[config.mk]
export PLATFORM = sky130hd
export DESIGN_NAME = pipeline_ctrl
export DESIGN_NICKNAME = d
export VERILOG_FILES = /design/src/rtl/pipeline_ctrl.sv
export SDC_FILE = /design/constraint.sdc
export NUM_CORES = 1
export LEC_CHECK = 0
export BUFFER_PORTS_ARGS = -buffer_cell sky130_fd_sc_hd__clkbuf_2
export CORE_MARGIN = 5
export CORE_UTILIZATION = 49
export CTS_CLUSTER_DIAMETER = 50
export CTS_CLUSTER_SIZE = 20
export DETAILED_ROUTE_END_ITERATION = 10
export GPL_TIMING_DRIVEN = 1
export PLACE_DENSITY_LB_ADDON = 0.1
export RECOVER_POWER = 100
export SYNTH_ARGS = -nofsm -noshare
export SYNTH_HDL_FRONTEND = slang
export SYNTH_SLANG_ARGS = --single-unit
[constraint.sdc]
create_clock -name clk_i -period 2.7 [get_ports clk_i]
set_clock_uncertainty 0.15 [all_clocks]
set_input_delay 0.54 -clock clk_i [delete_from_list [all_inputs] [get_ports clk_i]]
set_output_delay 0.54 -clock clk_i [all_outputs]
set_load 0.005 [all_outputs]
[src/rtl/pipeline_ctrl.sv]
// pipeline_ctrl: hazard and stall controller for a 5-stage in-order pipeline.
//
// Ports:
//   clk_i, rst_ni                  clock, asynchronous active-low reset
//   id_rs1_addr_i, id_rs2_addr_i   source registers of the instruction in ID
//   id_rs1_used_i, id_rs2_used_i   ID instruction actually reads rs1 / rs2
//   ex_rd_addr_i, ex_rd_wren_i     destination and write enable of the EX instruction
//   ex_is_load_i                   EX instruction is a load
//   ex_mispredict_i                branch resolved in EX disagrees with prediction
//   dmem_req_i, dmem_ack_i         MEM-stage data access request / completion
//   pc_en_o .. exmem_en_o          load enables for PC, IF/ID, ID/EX, EX/MEM
//   ifid_flush_o, idex_flush_o     synchronous clear of IF/ID, ID/EX on next edge
//   stall_cnt_o, flush_cnt_o       saturating performance counters
module pipeline_ctrl (
   input  logic        clk_i,
   input  logic        rst_ni,
   input  logic [4:0]  id_rs1_addr_i,
   input  logic [4:0]  id_rs2_addr_i,
   input  logic        id_rs1_used_i,
   input  logic        id_rs2_used_i,
   input  logic [4:0]  ex_rd_addr_i,
   input  logic        ex_rd_wren_i,
   input  logic        ex_is_load_i,
   input  logic        ex_mispredict_i,
   input  logic        dmem_req_i,
   input  logic        dmem_ack_i,
   output logic        pc_en_o,
   output logic        ifid_en_o,
   output logic        idex_en_o,
   output logic        exmem_en_o,
   output logic        ifid_flush_o,
   output logic        idex_flush_o,
   output logic [15:0] stall_cnt_o,
   output logic [15:0] flush_cnt_o
);

   typedef enum logic [0:0] {StRun, StMemWait} state_e;

   state_e state;
   logic   rs1_hit;
   logic   rs2_hit;
   logic   load_use;
   logic   mem_stall;
   logic   run_rules;

   assign rs1_hit   = id_rs1_used_i & (id_rs1_addr_i == ex_rd_addr_i);
   assign rs2_hit   = id_rs2_used_i & (id_rs2_addr_i == ex_rd_addr_i);
   assign load_use  = ex_is_load_i & ex_rd_wren_i & (ex_rd_addr_i != 5'd0) & (rs1_hit | rs2_hit);
   assign mem_stall = dmem_req_i & ~dmem_ack_i;

   // The ack cycle of a memory wait behaves like an ordinary RUN cycle.
   assign run_rules = rst_ni & (((state == StRun) & ~mem_stall) |
                                ((state == StMemWait) & dmem_ack_i));

   always_comb begin
      pc_en_o      = 1'b0;
      ifid_en_o    = 1'b0;
      idex_en_o    = 1'b0;
      exmem_en_o   = 1'b0;
      ifid_flush_o = 1'b0;
      idex_flush_o = 1'b0;
      if (run_rules) begin
         if (ex_mispredict_i) begin
            // PC loads the corrected target, wrong-path IF/ID and ID/EX squashed.
            pc_en_o      = 1'b1;
            ifid_en_o    = 1'b1;
            idex_en_o    = 1'b1;
            exmem_en_o   = 1'b1;
            ifid_flush_o = 1'b1;
            idex_flush_o = 1'b1;
         end else if (load_use) begin
            // Hold PC and IF/ID, let the load advance, drop one bubble into EX.
            idex_en_o    = 1'b1;
            exmem_en_o   = 1'b1;
            idex_flush_o = 1'b1;
         end else begin
            pc_en_o      = 1'b1;
            ifid_en_o    = 1'b1;
            idex_en_o    = 1'b1;
            exmem_en_o   = 1'b1;
         end
      end
   end

   always_ff @(posedge clk_i or negedge rst_ni) begin
      if (!rst_ni) begin
         state       <= StRun;
         stall_cnt_o <= 16'd0;
         flush_cnt_o <= 16'd0;
      end else begin
         unique case (state)
            StRun:     if (mem_stall)  state <= StMemWait;
            StMemWait: if (dmem_ack_i) state <= StRun;
            default:                   state <= StRun;
         endcase
         if (!pc_en_o && (stall_cnt_o != 16'hFFFF)) stall_cnt_o <= stall_cnt_o + 16'd1;
         if (ifid_flush_o && (flush_cnt_o != 16'hFFFF)) flush_cnt_o <= flush_cnt_o + 16'd1;
      end
   end

endmodule

==> impl_metrics.json <==
{
  "synth-warning-count": 0,
  "switching_share_pct": 31.72,
  "numCtsBuffers": 5,
  "final_layout_size_suffix_gt1_share_pct": 24.79,
  "final_cell_mix": "clkbuf_2 (42), dfrtp_1 (33), xnor2_1 (21), clkbuf_1 (21), xor2_1 (17)",
  "cts.clk_slew.worst_paths_ns": 0.10,
  "first_global_vias": 1419,
  "synth_top_area_share_pct": 48.21,
  "p_sw_mw": 0.5232,
  "drc_errors": 0,
  "tns_ns": 0,
  "holdWs_ns": 0.3233,
  "ys_ff_latch": 33,
  "drtIter0Drc": 43,
  "status": "finished clean",
  "syn_to_final_growth_pct": 25.86,
  "critPathMaxFanout": 10,
  "cts_sinks": 33,
  "clkLatencyLatePin_ns": 0.32,
  "yosysSeqAreaShare_pct": 48.21,
  "track_usage_pct": 15.75,
  "post-route-period-util_pct": 94.43,
  "hp-class": "in -> reg",
  "clk_path_buf_depth": 2,
  "post-route-min-period_ns": 2.550,
  "tightest_slew_ns": 1.352,
  "synth_cells": 164,
  "dp.cells": 271,
  "antenna_found_initial": 0,
  "power_mw": 1.649,
  "cts_tree": "yes",
  "finalMaxSlewViolations": 0,
  "vdd_drop_max_uv": 364.8,
  "path_class": "in -> out",
  "die_h_um": 69.13,
  "coreArea_um2": 3363,
  "num_rows": 21,
  "htree_levels": 2,
  "internal-power_mw": 1.126,
  "synth_enable_flop_cells": 0,
  "yosys_most_used_dff": "dfrtp_1",
  "cp.required_ns": 2.01,
  "die_w_um": 69.13,
  "dieArea_um2": 4778,
  "place.gp.congestion": 0.8172,
  "max_freq_mhz": 392.2,
  "grt_max_degree": 27,
  "synthArstFlopShare_pct": 100.0,
  "syn_area_um2": 1713,
  "comb_power_share_pct": 24.8,
  "syn_nets": 190,
  "crit_path_end_kind": "output pin",
  "power.density_nw_per_um2": 765.1,
  "final_common_cell": "clkbuf_2",
  "start_util_pct": 50.93,
  "fin_area_um2": 2156,
  "diodes": 0,
  "setup_violations": 0,
  "p_leak_nw": 0.9870,
  "io_buffer_count": 61,
  "max_slew_margin_pct": 9.849,
  "via_count": 1434,
  "final_antenna_net_count": 0,
  "synth.distinct_cells": 31,
  "overflow": 0,
  "maxCapViolCount": 0,
  "finalWorstSetupSlack_ns": 0.1503,
  "avgRoutedWirePerCell_um": 12.93,
  "synth_area_leaders": "dfrtp_1 (48%), xnor2_1 (11%), xor2_1 (8.7%), nand3_1 (4.4%), nand2_1 (3.5%)",
  "nets": 259,
  "via_per_inst": 5.121,
  "clkPwrFrac_pct": 27.4,
  "cp.arrival_ns": 1.86,
  "fin_util_pct": 64.10,
  "placed_area_um2": 2074,
  "place_ws_ns": 0.1677,
  "critPathLaunchType": "primary input",
  "final-instance-count-excl-fill": 280,
  "dr.pass1.iters": 4,
  "avgSynthCellArea_um2": 10.44,
  "cts-root-buf": "clkbuf_4",
  "seqPwrFrac_pct": 47.8,
  "hold_violations": 0,
  "routed_wl_um": 3619,
  "grt_pass1_wl_um": 6196,
  "synth_largest_area_cell": "dfrtp_1",
  "rsz0062_at_grt": "false",
  "dpl.hpwl_um": 2905,
  "boundaryPins": 62
}
worst paths after layout:
kind,start,end,slack [ns],cells after the start
max in group asynchronous,rst_ni,stall_cnt_o[12],0.47,3
min in group asynchronous,rst_ni,flush_cnt_o[3],0.45,2
hold / removal,dmem_req_i,state,0.32,3
setup reg to reg,stall_cnt_o[0],stall_cnt_o[1],0.33,8
hold reg to reg,flush_cnt_o[9],flush_cnt_o[9],0.35,1
setup / recovery,rst_ni,ifid_en_o,0.15,5
layout make-up:
| class | instances | area, um^2 |
|---|---|---|
| clock buffer | 5 | 37.54 |
| fill | 331 | 1207 |
| timing repair buffer | 66 | 314.1 |
| tap | 46 | 57.56 |
| clock inverter | 3 | 65.06 |
| sequential | 33 | 825.8 |
| multi-input combinational | 122 | 837.1 |
| inverter | 5 | 18.77 |
sequential cells by signal (all words and copies together), names as in the netlist:
register,cells
state,1
stall_cnt_o,16
flush_cnt_o,16
cell usage after synthesis, types with 2 or more instances:
library cell / n
dfrtp_1: 33
xnor2_1: 21
xor2_1: 17
nand2_1: 16
nand3_1: 15
nor3_1: 10
nand4_1: 8
nor2_1: 7
inv_1: 5
nor4_1: 3
or3_1: 3
and3_1: 2
and4_1: 2
buf_4: 2
ha_1: 2
mux2_4: 2
nor2_2: 2
power groups by stage:
stage                     combinational [mW]  sequential (mW)  clock [mW]
after floorplan                        0.225            0.784           0
after detailed placement               0.442            0.798           0
after global routing                   0.467            0.815       0.490
after CTS                              0.444            0.789       0.469
after global placement                 0.433            0.794           0
final                                  0.410            0.788       0.451
logic make-up (layout without fill, tap and decap cells):
| logic type | Yosys count | count (layout) | synth area share (%) |
|---|---|---|---|
| DFF | 33 | 33 | 48.21 |
| buffers and inverters | 9 | 79 | 2.921 |
| muxes | 3 | 3 | 2.411 |
| adders and majority gates | 2 | 2 | 1.461 |
| xor gates and xnor gates | 38 | 38 | 19.43 |
| and+or+nand+nor | 71 | 71 | 21.26 |
| AOI/OAI and AO/OA | 8 | 8 | 4.310 |
worst max-delay path, stage by stage:
cell	delay (ns)
dlygate4sd3_1	0.53
clkbuf_4	0.21
nand2_1	0.14
a31oi_4	0.27
clkbuf_2	0.16
layer usage:
layer | vias up | track usage [%] | wire, um
li1 | 706 | - | -
met1 | 689 | 18.78 | 1567
met2 | 35 | 26.17 | 1796
met3 | 4 | 6.250 | 232
met4 | 0 | 4.555 | 22
met5 | - | 0 | 0
what timing repair did:
action,4_1_cts,5_1_grt
gates resized for setup,0,2
hold endpoints to repair,7,0
setup buffers,0,0
setup endpoints to repair,0,2
hold buffers,1,0
Power figures use the tool's default switching activity.
